**src/rtl/control_fsm.sv**
```systemverilog
// Fetch/decode/execute sequencer for the 16-bit ISA; Moore outputs, 3-cycle ops (LOAD 4).
// No backpressure: advances every cycle; Reset forces INIT and drops write strobes at once.
module control_fsm #(
    parameter int IW  = 16,
    parameter int DAW = 8,
    parameter int RAW = 4
) (
    input  logic           Clk,
    input  logic           Reset,
    input  logic [IW-1:0]  inst,
    output logic           PC_clr,
    output logic           PC_up,
    output logic           IR_ld,
    output logic [DAW-1:0] D_addr,
    output logic           D_wr,
    output logic           RF_s,
    output logic [RAW-1:0] RF_W_addr,
    output logic           RF_W_en,
    output logic [RAW-1:0] RF_Ra_addr,
    output logic [RAW-1:0] RF_Rb_addr,
    output logic [2:0]     ALU_s0,
    output logic [3:0]     state_out
);

    typedef enum logic [3:0] {
        S_INIT   = 4'd0,
        S_FETCH  = 4'd1,
        S_DECODE = 4'd2,
        S_NOOP   = 4'd3,
        S_LOAD_A = 4'd4,
        S_LOAD_B = 4'd5,
        S_STORE  = 4'd6,
        S_ADD    = 4'd7,
        S_SUB    = 4'd8,
        S_HALT   = 4'd9
    } state_t;

    state_t state_q, state_d, state_cur;

    always_ff @(posedge Clk or posedge Reset) begin
        if (Reset) state_q <= S_INIT;
        else       state_q <= state_d;
    end

    always_comb begin
        // Decode from INIT while Reset is high so strobes drop without waiting on the flop.
        state_cur  = Reset ? S_INIT : state_q;
        state_d    = S_INIT;
        PC_clr     = 1'b0;
        PC_up      = 1'b0;
        IR_ld      = 1'b0;
        D_addr     = '0;
        D_wr       = 1'b0;
        RF_s       = 1'b0;
        RF_W_addr  = '0;
        RF_W_en    = 1'b0;
        RF_Ra_addr = '0;
        RF_Rb_addr = '0;
        ALU_s0     = 3'b000;
        case (state_cur)
            S_INIT: begin
                PC_clr  = 1'b1;
                state_d = S_FETCH;
            end
            S_FETCH: begin
                IR_ld   = 1'b1;
                PC_up   = 1'b1;
                state_d = S_DECODE;
            end
            S_DECODE: begin
                case (inst[15:12])
                    4'b0001: state_d = S_STORE;
                    4'b0010: state_d = S_LOAD_A;
                    4'b0011: state_d = S_ADD;
                    4'b0100: state_d = S_SUB;
                    4'b0101: state_d = S_HALT;
                    default: state_d = S_NOOP;
                endcase
            end
            S_NOOP: state_d = S_FETCH;
            S_LOAD_A: begin
                D_addr    = inst[11:4];
                RF_s      = 1'b1;
                RF_W_addr = inst[3:0];
                state_d   = S_LOAD_B;
            end
            S_LOAD_B: begin
                D_addr    = inst[11:4];
                RF_s      = 1'b1;
                RF_W_addr = inst[3:0];
                RF_W_en   = 1'b1;
                state_d   = S_FETCH;
            end
            S_STORE: begin
                D_addr     = inst[7:0];
                RF_Ra_addr = inst[11:8];
                D_wr       = 1'b1;
                state_d    = S_FETCH;
            end
            S_ADD, S_SUB: begin
                RF_Ra_addr = inst[11:8];
                RF_Rb_addr = inst[7:4];
                RF_W_addr  = inst[3:0];
                RF_W_en    = 1'b1;
                ALU_s0     = (state_cur == S_ADD) ? 3'b001 : 3'b010;
                state_d    = S_FETCH;
            end
            S_HALT: state_d = S_HALT;
            default: state_d = S_INIT;
        endcase
    end

    assign state_out = state_cur;

endmodule
```
**config.mk**
```make
export PLATFORM = sky130hd
export DESIGN_NAME = control_fsm
export DESIGN_NICKNAME = d
export VERILOG_FILES = /design/src/rtl/control_fsm.sv
export SDC_FILE = /design/constraint.sdc
export NUM_CORES = 1
export LEC_CHECK = 0
export BUFFER_PORTS_ARGS = -buffer_cell sky130_fd_sc_hd__buf_2
export CORE_MARGIN = 2
export CORE_UTILIZATION = 41
export DETAILED_ROUTE_END_ITERATION = 16
export PLACE_DENSITY = 0.82
export SLEW_MARGIN = 20
export SYNTH_ARGS = -nofsm -noshare
export SYNTH_HDL_FRONTEND = slang
export SYNTH_SLANG_ARGS = --single-unit
export TNS_END_PERCENT = 20
```
**constraint.sdc**
```tcl
create_clock -name Clk -period 2.2 [get_ports Clk]
set_input_delay 0.11 -clock Clk [delete_from_list [all_inputs] [get_ports Clk]]
set_output_delay 0.11 -clock Clk [all_outputs]
set_load 0.03 [all_outputs]
```
# Word-level counts from Yosys, hierarchy flattened
# Index checks and enable logic that the tools add are counted.
# classes
n_reduce_logical	7
mux	14
n_eq_ne	14
# op_table
cell	count
$pmux 4 s5	2
$eq 4x3->1 const B	6
$eq 4x2->1 const B	4
$mux 4	4
$pmux 8 s2	1
$eq 4x1->1 const B	2
$eq 4x4->1 const B	2
$reduce_or 3->1	2
$reduce_or 6->1	1
$mux 1	5
$logic_not 4->1	1
$mux 2	2
$reduce_or 2->1	2
$reduce_or 4->1	1
# totals
input_bits	18
ff_bits	4
word_cells	36
out_inout_bits	33

# Depth between registers and ports, before layout
# Gate-level depths: netlist of run 1.
# depth
ltp_word	4
mapped_depth	4
ltp_nobuf	3

# Least setup slack after synthesis of run 1
# No wires, ideal clock.
# synth_path
path_type	register to output
from	register state_q[0]
to	output PC_up
n_path_buf	2
stages_incl_launch_ff	5
slack_ns	0.085
t_required_ns	2.090
arrival_time_ns	2.005
cell_sequence	dfrtp_1 > buf_6 > or2b_1 > nor4_1 > buf_4
# synth_via
elab_chain_len	3
# synth_lines
item	line_no	source
start: declaration	38	state_t state_q, state_d, state_cur;
start signal: assignment	42	else state_q <= state_d;
$mux 4	47	state_cur = Reset ? S_INIT : state_q;
$eq 4x1->1	n/a	
$mux 1	n/a	
end: declaration	12	output logic PC_up,
# No other way between the ends.

# Final worst setup path of run 1
# layout_path
from	input Reset
to	output D_addr[7]
# layout_via
elab_chain_len	4
word_cells_on_any_way	6
classes_between	3 x eq/ne; 2 x mux; 1 x reduce/logical
# layout_lines
item	line_no	source
start: declaration	9	input logic Reset,
$mux 4 *	47	
$eq 4x3->1	60	case (state_cur)
$reduce_or 2->1 (no source line)	n/a	
$pmux 8 s2 *	60	
end: declaration	14	output logic [DAW-1:0] D_addr,
# Mark *: on every way between the ends. The rest lies on a longest branch, timed or not.

==> impl_metrics.env, run 1 <==
export IMPL_syn_num_nets=97
export IMPL_grt_antenna_before_repair=0
export IMPL_seq_area_um2=100
export IMPL_status="complete, no violations"
export IMPL_avgSynthCellArea_um2=8.22
export IMPL_period_minus_slack_ns=2.08
export IMPL_synth_distinct_cells=35
export IMPL_r2r_setup_slack_ns=0.80
export IMPL_cts_buffer_depth=2
export IMPL_globalRouteOverflowTotal=0
export IMPL_multi_input_area_um2=493
export IMPL_power_total_uw=310
export IMPL_grt_max_degree=15
export IMPL_path_max_fanout=14
export IMPL_largest_register_ffs=4
export IMPL_worstHoldEndpoint="state_q[1]"
export IMPL_cts_buffers=3
export IMPL_first_iter_violations=12
export IMPL_timing_rr_end="state_q[0]"
export IMPL_syn_inst=79
export IMPL_cp_arrival_ns=1.97
export IMPL_startpoint_type="input pin"
export IMPL_antenna_left=0
export IMPL_cts_tree="yes"
export IMPL_antenna_cells=0
export IMPL_layout_drive_gt1_share_pct=52.0
export IMPL_timing_setup_tns_ns=0
export IMPL_gp_congestion=0.867
export IMPL_grt_pass1_wl_um=2550
export IMPL_fillerInstances=144
export IMPL_p_leak_nw=0.501
export IMPL_final_net_count=147
export IMPL_cp_end_kind="output port"
export IMPL_place_hpwl_um=1450
export IMPL_clk_pin_slew_ns=0.04
export IMPL_htreeDepth=1
export IMPL_hp_class="in -> reg"
export IMPL_core_mm2=0.00149
export IMPL_fp_dieH_um=43.8
export IMPL_ir_drop_v=0.000307
export IMPL_seqPwrFrac_pct=32.0
export IMPL_hold_start="inst[15]"
export IMPL_min_period_over_period_pct=94.5
export IMPL_cp_data_required_time_ns=2.09
export IMPL_io_pins=51
export IMPL_final_hold_violation_count=0
export IMPL_synthTopCellsByCount="a22o_1 (8), and2_1 (8), inv_1 (5)"
export IMPL_reg2reg_depth=3
export IMPL_synth_edf_count=0
export IMPL_vias_per_cell=5.22
export IMPL_clock_latency_ns=0.23
export IMPL_start_util_pct=43.6
export IMPL_clock_root_buffer="clkbuf_4"
export IMPL_p_sw_uw=120
export IMPL_synth_top_area_share_pct=15.4
export IMPL_synthArstFlopShare_pct=100
export IMPL_path_class="in -> out"
export IMPL_die_area_mm2=0.00192
export IMPL_cts_sinks=4
export IMPL_maxCapViolations=0
export IMPL_combPwrFrac_pct=39.9
export IMPL_area_growth_pct=42.4
export IMPL_min_path_cells=3
export IMPL_synth_seq_cells=4
export IMPL_drc_errors=0
export IMPL_netlist_area_um2=649
export IMPL_seq_area_frac_synth_pct=15.4
export IMPL_die_x_um=43.8
export IMPL_synth_top_area_cell="dfrtp_1"
export IMPL_finalWirelength_um=1720
export IMPL_ys_top_cells_by_area="dfrtp_1 (15%), a22o_1 (11%), and2_1 (7.7%)"
export IMPL_placementRows=14
export IMPL_clkPwrFrac_pct=28.1
export IMPL_largest_registers="state_q (4)"
export IMPL_r2r_start="state_q[1]"
export IMPL_vias=747
export IMPL_dominantRegCellSynth="dfrtp_1"
export IMPL_skew_ns=0.00401
export IMPL_switching_share_pct=38.7
export IMPL_grt_usage_pct=17.0
export IMPL_p_int_uw=190
export IMPL_fmax_ghz=0.481
export IMPL_grt_pass1_vias=604
export IMPL_slew_violations=0
export IMPL_p_per_area_mw_per_mm2=336
export IMPL_rsz0062_at_grt="false"
export IMPL_post_drt_wl_per_cell_um=12.0
export IMPL_largest_register="state_q"
export IMPL_firstDrtPassIters=4
export IMPL_setup_viol=0
export IMPL_port_buffers=49
export IMPL_yosysWarnings=0
## area by class of cell
class,count,area share (%)
multi-input combinational,63,53.3
timing repair buffer,52,29.2
sequential,4,10.8
clock buffer,3,2.44
tap,16,2.17
inverter,5,2.03
## cells in the final DEF, fill, tap and decap left out, types with 2 or more instances in the layout
cell and count:
a21oi_2 2, a22o_1 8, and2_1 8, and2b_1 2
buf_2 49, buf_4 2, clkbuf_4 3, dfrtp_1 4
inv_1 5, nand2_1 3, nand2b_1 3, nor2_1 2
nor2b_1 3, nor3_1 2, nor3b_2 4, nor4b_1 2
o21ai_0 4, o32ai_1 2
## power groups by stage
| stage | sequential (mW) | combinational [mW] | clock, mW |
|---|---|---|---|
| 2_1_floorplan | 0.0847 | 0.106 | 0 |
| 3_3_place_gp | 0.0976 | 0.122 | 0 |
| 3_5_place_dp | 0.0990 | 0.123 | 0 |
| 4_1_cts | 0.0981 | 0.125 | 0.0917 |
| 5_1_grt | 0.102 | 0.133 | 0.0977 |
| 6_report | 0.0993 | 0.124 | 0.0872 |
## cells by family after synthesis
family / share of synthesized area [%]
XOR/XNOR: 1.35
AND/OR/NAND/NOR: 45.3
buffers and inverters: 10.0
AO/OA/AOI/OAI: 27.4
other: 0.577
flip-flops: 15.4
## layer usage
metal | global-route usage, % | vias to the layer above | share of wire, %
li1 | - | 383 | -
met1 | 19.5 | 319 | 38
met2 | 31.5 | 45 | 47
met3 | 5.42 | 0 | 14
met4 | 1.82 | 0 | 0
met5 | 0 | - | 0
## worst max-delay path by stage
stage | from | endpoint
floorplan | state_q[0] | PC_up
global placement | state_q[1] | RF_Ra_addr[0]
detailed placement | state_q[1] | RF_Ra_addr[0]
CTS | Reset | D_addr[7]
global route | Reset | D_addr[5]
finish | Reset | D_addr[7]
## metrics by stage
| stage | cell area, µm² | hold slack (ns) | cells | util (%) | worst slack (ns) |
|---|---|---|---|---|---|
| CTS | 908 | 0.174 | 142 | 61.0 | 0.0453 |
| detailed placement | 876 | 0.155 | 138 | 58.8 | 0.444 |
| global placement | 876 | 0.145 | 138 | 58.8 | 0.465 |
| finish | 925 | 0.187 | 143 | 62.1 | 0.121 |
| global route | 925 | 0.207 | 143 | 62.1 | 0.0320 |
| floorplan | 649 | 0.0818 | 79 | - | 0.0853 |
## critical path: stages
cell and delay [ns]:
dlygate4sd3_1 0.53, buf_2 0.21, nand2b_2 0.28, nor4b_4 0.29, buf_4 0.19, a22o_1 0.15
buf_2 0.19
## repair_timing
item	CTS	global route
gates resized for setup	0	2
endpoints found under the setup margin	0	8
buffers inserted	0	1
hold buffers	1	0
endpoints found under the hold margin	4	0
Power figures use the tool's default switching activity.
==> run 2, diff against run 1 <==
--- a/config.mk
+++ b/config.mk
@@ -5,11 +5,11 @@
 export SDC_FILE = /design/constraint.sdc
 export NUM_CORES = 1
 export LEC_CHECK = 0
-export BUFFER_PORTS_ARGS = -buffer_cell sky130_fd_sc_hd__buf_2
 export CORE_MARGIN = 2
 export CORE_UTILIZATION = 41
 export DETAILED_ROUTE_END_ITERATION = 16
-export PLACE_DENSITY = 0.82
+export DONT_BUFFER_PORTS = 1
+export PLACE_DENSITY = 0.54
 export SLEW_MARGIN = 20
 export SYNTH_ARGS = -nofsm -noshare
 export SYNTH_HDL_FRONTEND = slang
==> run 2 against run 1 <==
Maximum frequency up 2.5%. Design area fell by 19%. Critical path depth down 4. Via count is 15% lower. First-iteration DRC count fell by 50%. Routed wire length shrank 7.4%. Global-route usage fell by 0.44 points. Non-clock buffer count down 39. Flip-flop and latch count stayed put. Clock skew is 0.0037 ns lower. Core utilization down 12 points. Critical path type is now reg -> out.
==> impl_metrics.env, run 2 (synthesized netlist as in run 1, its figures left out) <==
export IMPL_status="complete, no violations"
export IMPL_final_hold_violation_count=0
export IMPL_drc_errors=0
export IMPL_fillerInstances=167
export IMPL_worstHoldEndpoint="state_q[3]"
export IMPL_grt_pass1_vias=591
export IMPL_seq_area_um2=100
export IMPL_fp_dieH_um=43.8
export IMPL_ir_drop_v=0.000319
export IMPL_p_leak_nw=0.317
export IMPL_power_total_uw=293
export IMPL_multi_input_area_um2=490
export IMPL_slew_violations=0
export IMPL_hold_start="inst[14]"
export IMPL_grt_usage_pct=16.6
export IMPL_htreeDepth=1
export IMPL_startpoint_type="register"
export IMPL_period_minus_slack_ns=2.03
export IMPL_final_area_um2=752
export IMPL_start_util_pct=43.6
export IMPL_cp_data_required_time_ns=2.09
export IMPL_cp_end_kind="output port"
export IMPL_ctsHoldBuffers=1
export IMPL_largest_register_ffs=4
export IMPL_clock_latency_ns=0.23
export IMPL_maxSlewHeadroom_pct=63.7
export IMPL_vias_per_cell=6.11
export IMPL_globalRouteOverflowTotal=0
export IMPL_min_path_cells=2
export IMPL_path_max_fanout=12
export IMPL_clock_root_buffer="clkbuf_4"
export IMPL_antenna_cells=0
export IMPL_clk_pin_slew_ns=0.04
export IMPL_firstDrtPassIters=4
export IMPL_post_drt_wl_per_cell_um=15.3
export IMPL_antenna_left=0
export IMPL_largest_register="state_q"
export IMPL_cts_buffers=3
export IMPL_largest_registers="state_q (4)"
export IMPL_grt_max_degree=14
export IMPL_placed_area_um2=719
export IMPL_cts_resized=0
export IMPL_layout_common_cells="buf_4 (12), and2_1 (8), a22o_1 (8), inv_1 (5)"
export IMPL_min_period_over_period_pct=92.2
export IMPL_hp_class="in -> reg"
export IMPL_place_hpwl_um=1290
export IMPL_cts_sinks=4
export IMPL_port_buffers=0
export IMPL_placementRows=14
export IMPL_core_mm2=0.00149
export IMPL_finalWirelength_um=1590
export IMPL_r2r_start="state_q[3]"
export IMPL_r2r_setup_slack_ns=0.81
export IMPL_worstMarginPinSlew_ns=0.542
export IMPL_reg2reg_depth=3
export IMPL_cts_tree="yes"
export IMPL_final_net_count=108
export IMPL_p_per_area_mw_per_mm2=390
export IMPL_skew_ns=0.000294
export IMPL_io_pins=51
export IMPL_post_cts_setup_buffers=0
export IMPL_cts_buffer_depth=2
export IMPL_postLayoutCoreUtil_pct=50.5
export IMPL_final_common_cell="buf_4"
export IMPL_vias=635
export IMPL_path_class="reg -> out"
export IMPL_grt_pass1_wl_um=2420
export IMPL_maxCapViolations=0
export IMPL_layout_drive_gt1_share_pct=30.7
export IMPL_timing_setup_tns_ns=0
export IMPL_die_area_mm2=0.00192
export IMPL_first_iter_violations=6
export IMPL_cp_arrival_ns=1.92
export IMPL_rsz0062_at_grt="false"
export IMPL_area_growth_pct=15.8
export IMPL_grt_antenna_before_repair=0
export IMPL_gp_congestion=0.764
export IMPL_timing_rr_end="state_q[3]"
export IMPL_die_x_um=43.8
export IMPL_fmax_ghz=0.493
export IMPL_setup_viol=0
==> run 2: how the worst max path moves through the flow <==
stage / from / slack (ns) / cells past startpoint / to
6_report: state_q[2] / 0.17 / 3 / D_addr[7]
5_1_grt: state_q[2] / 0.02 / 3 / D_addr[2]
4_1_cts: state_q[2] / 0.17 / 3 / D_addr[7]
3_5_place_dp: state_q[2] / 0.42 / 3 / D_addr[7]
3_3_place_gp: state_q[2] / 0.46 / 3 / D_addr[6]
2_1_floorplan: state_q[0] / 0.09 / 4 / PC_up
==> run 2: worst max-delay path, cell delays in order (launching register included) <==
cell and delay, ns:
dfrtp_1 0.54, nand2b_1 0.25, nor4b_4 0.49, a22o_1 0.41
==> run 2: stage by stage <==
step	hold WS [ns]	worst slack [ns]	instances
after floorplan	0.0818	0.0853	79
after global placement	-0.0972	0.461	100
after detailed placement	-0.0955	0.424	100
after CTS	0.0717	0.172	104
after global routing	0.0868	0.0232	104
final	0.0745	0.172	104
==> run 2: area by class of cell <==
class                   instances  area share (%)
well taps                      16            2.66
repair buffers                 13            13.3
inverters                       5            2.50
flip-flops and latches          4            13.3
clock buffers                   3            3.00
multi-input cells              63            65.2
==> run 2: power by group <==
part,internal [mW],switching (mW)
Sequential,0.0800,0.0102
Clock,0.0608,0.0271
Combinational,0.0441,0.0709
Total,0.185,0.108
==> run 2: routing by layer <==
layer / part of all wire (%) / vias up / global-route usage (%)
met5: 0 / - / 0
met4: 0 / 0 / 5.45
met3: 12 / 0 / 3.33
met2: 50 / 43 / 31.2
met1: 38 / 285 / 18.2
li1: - / 307 / -
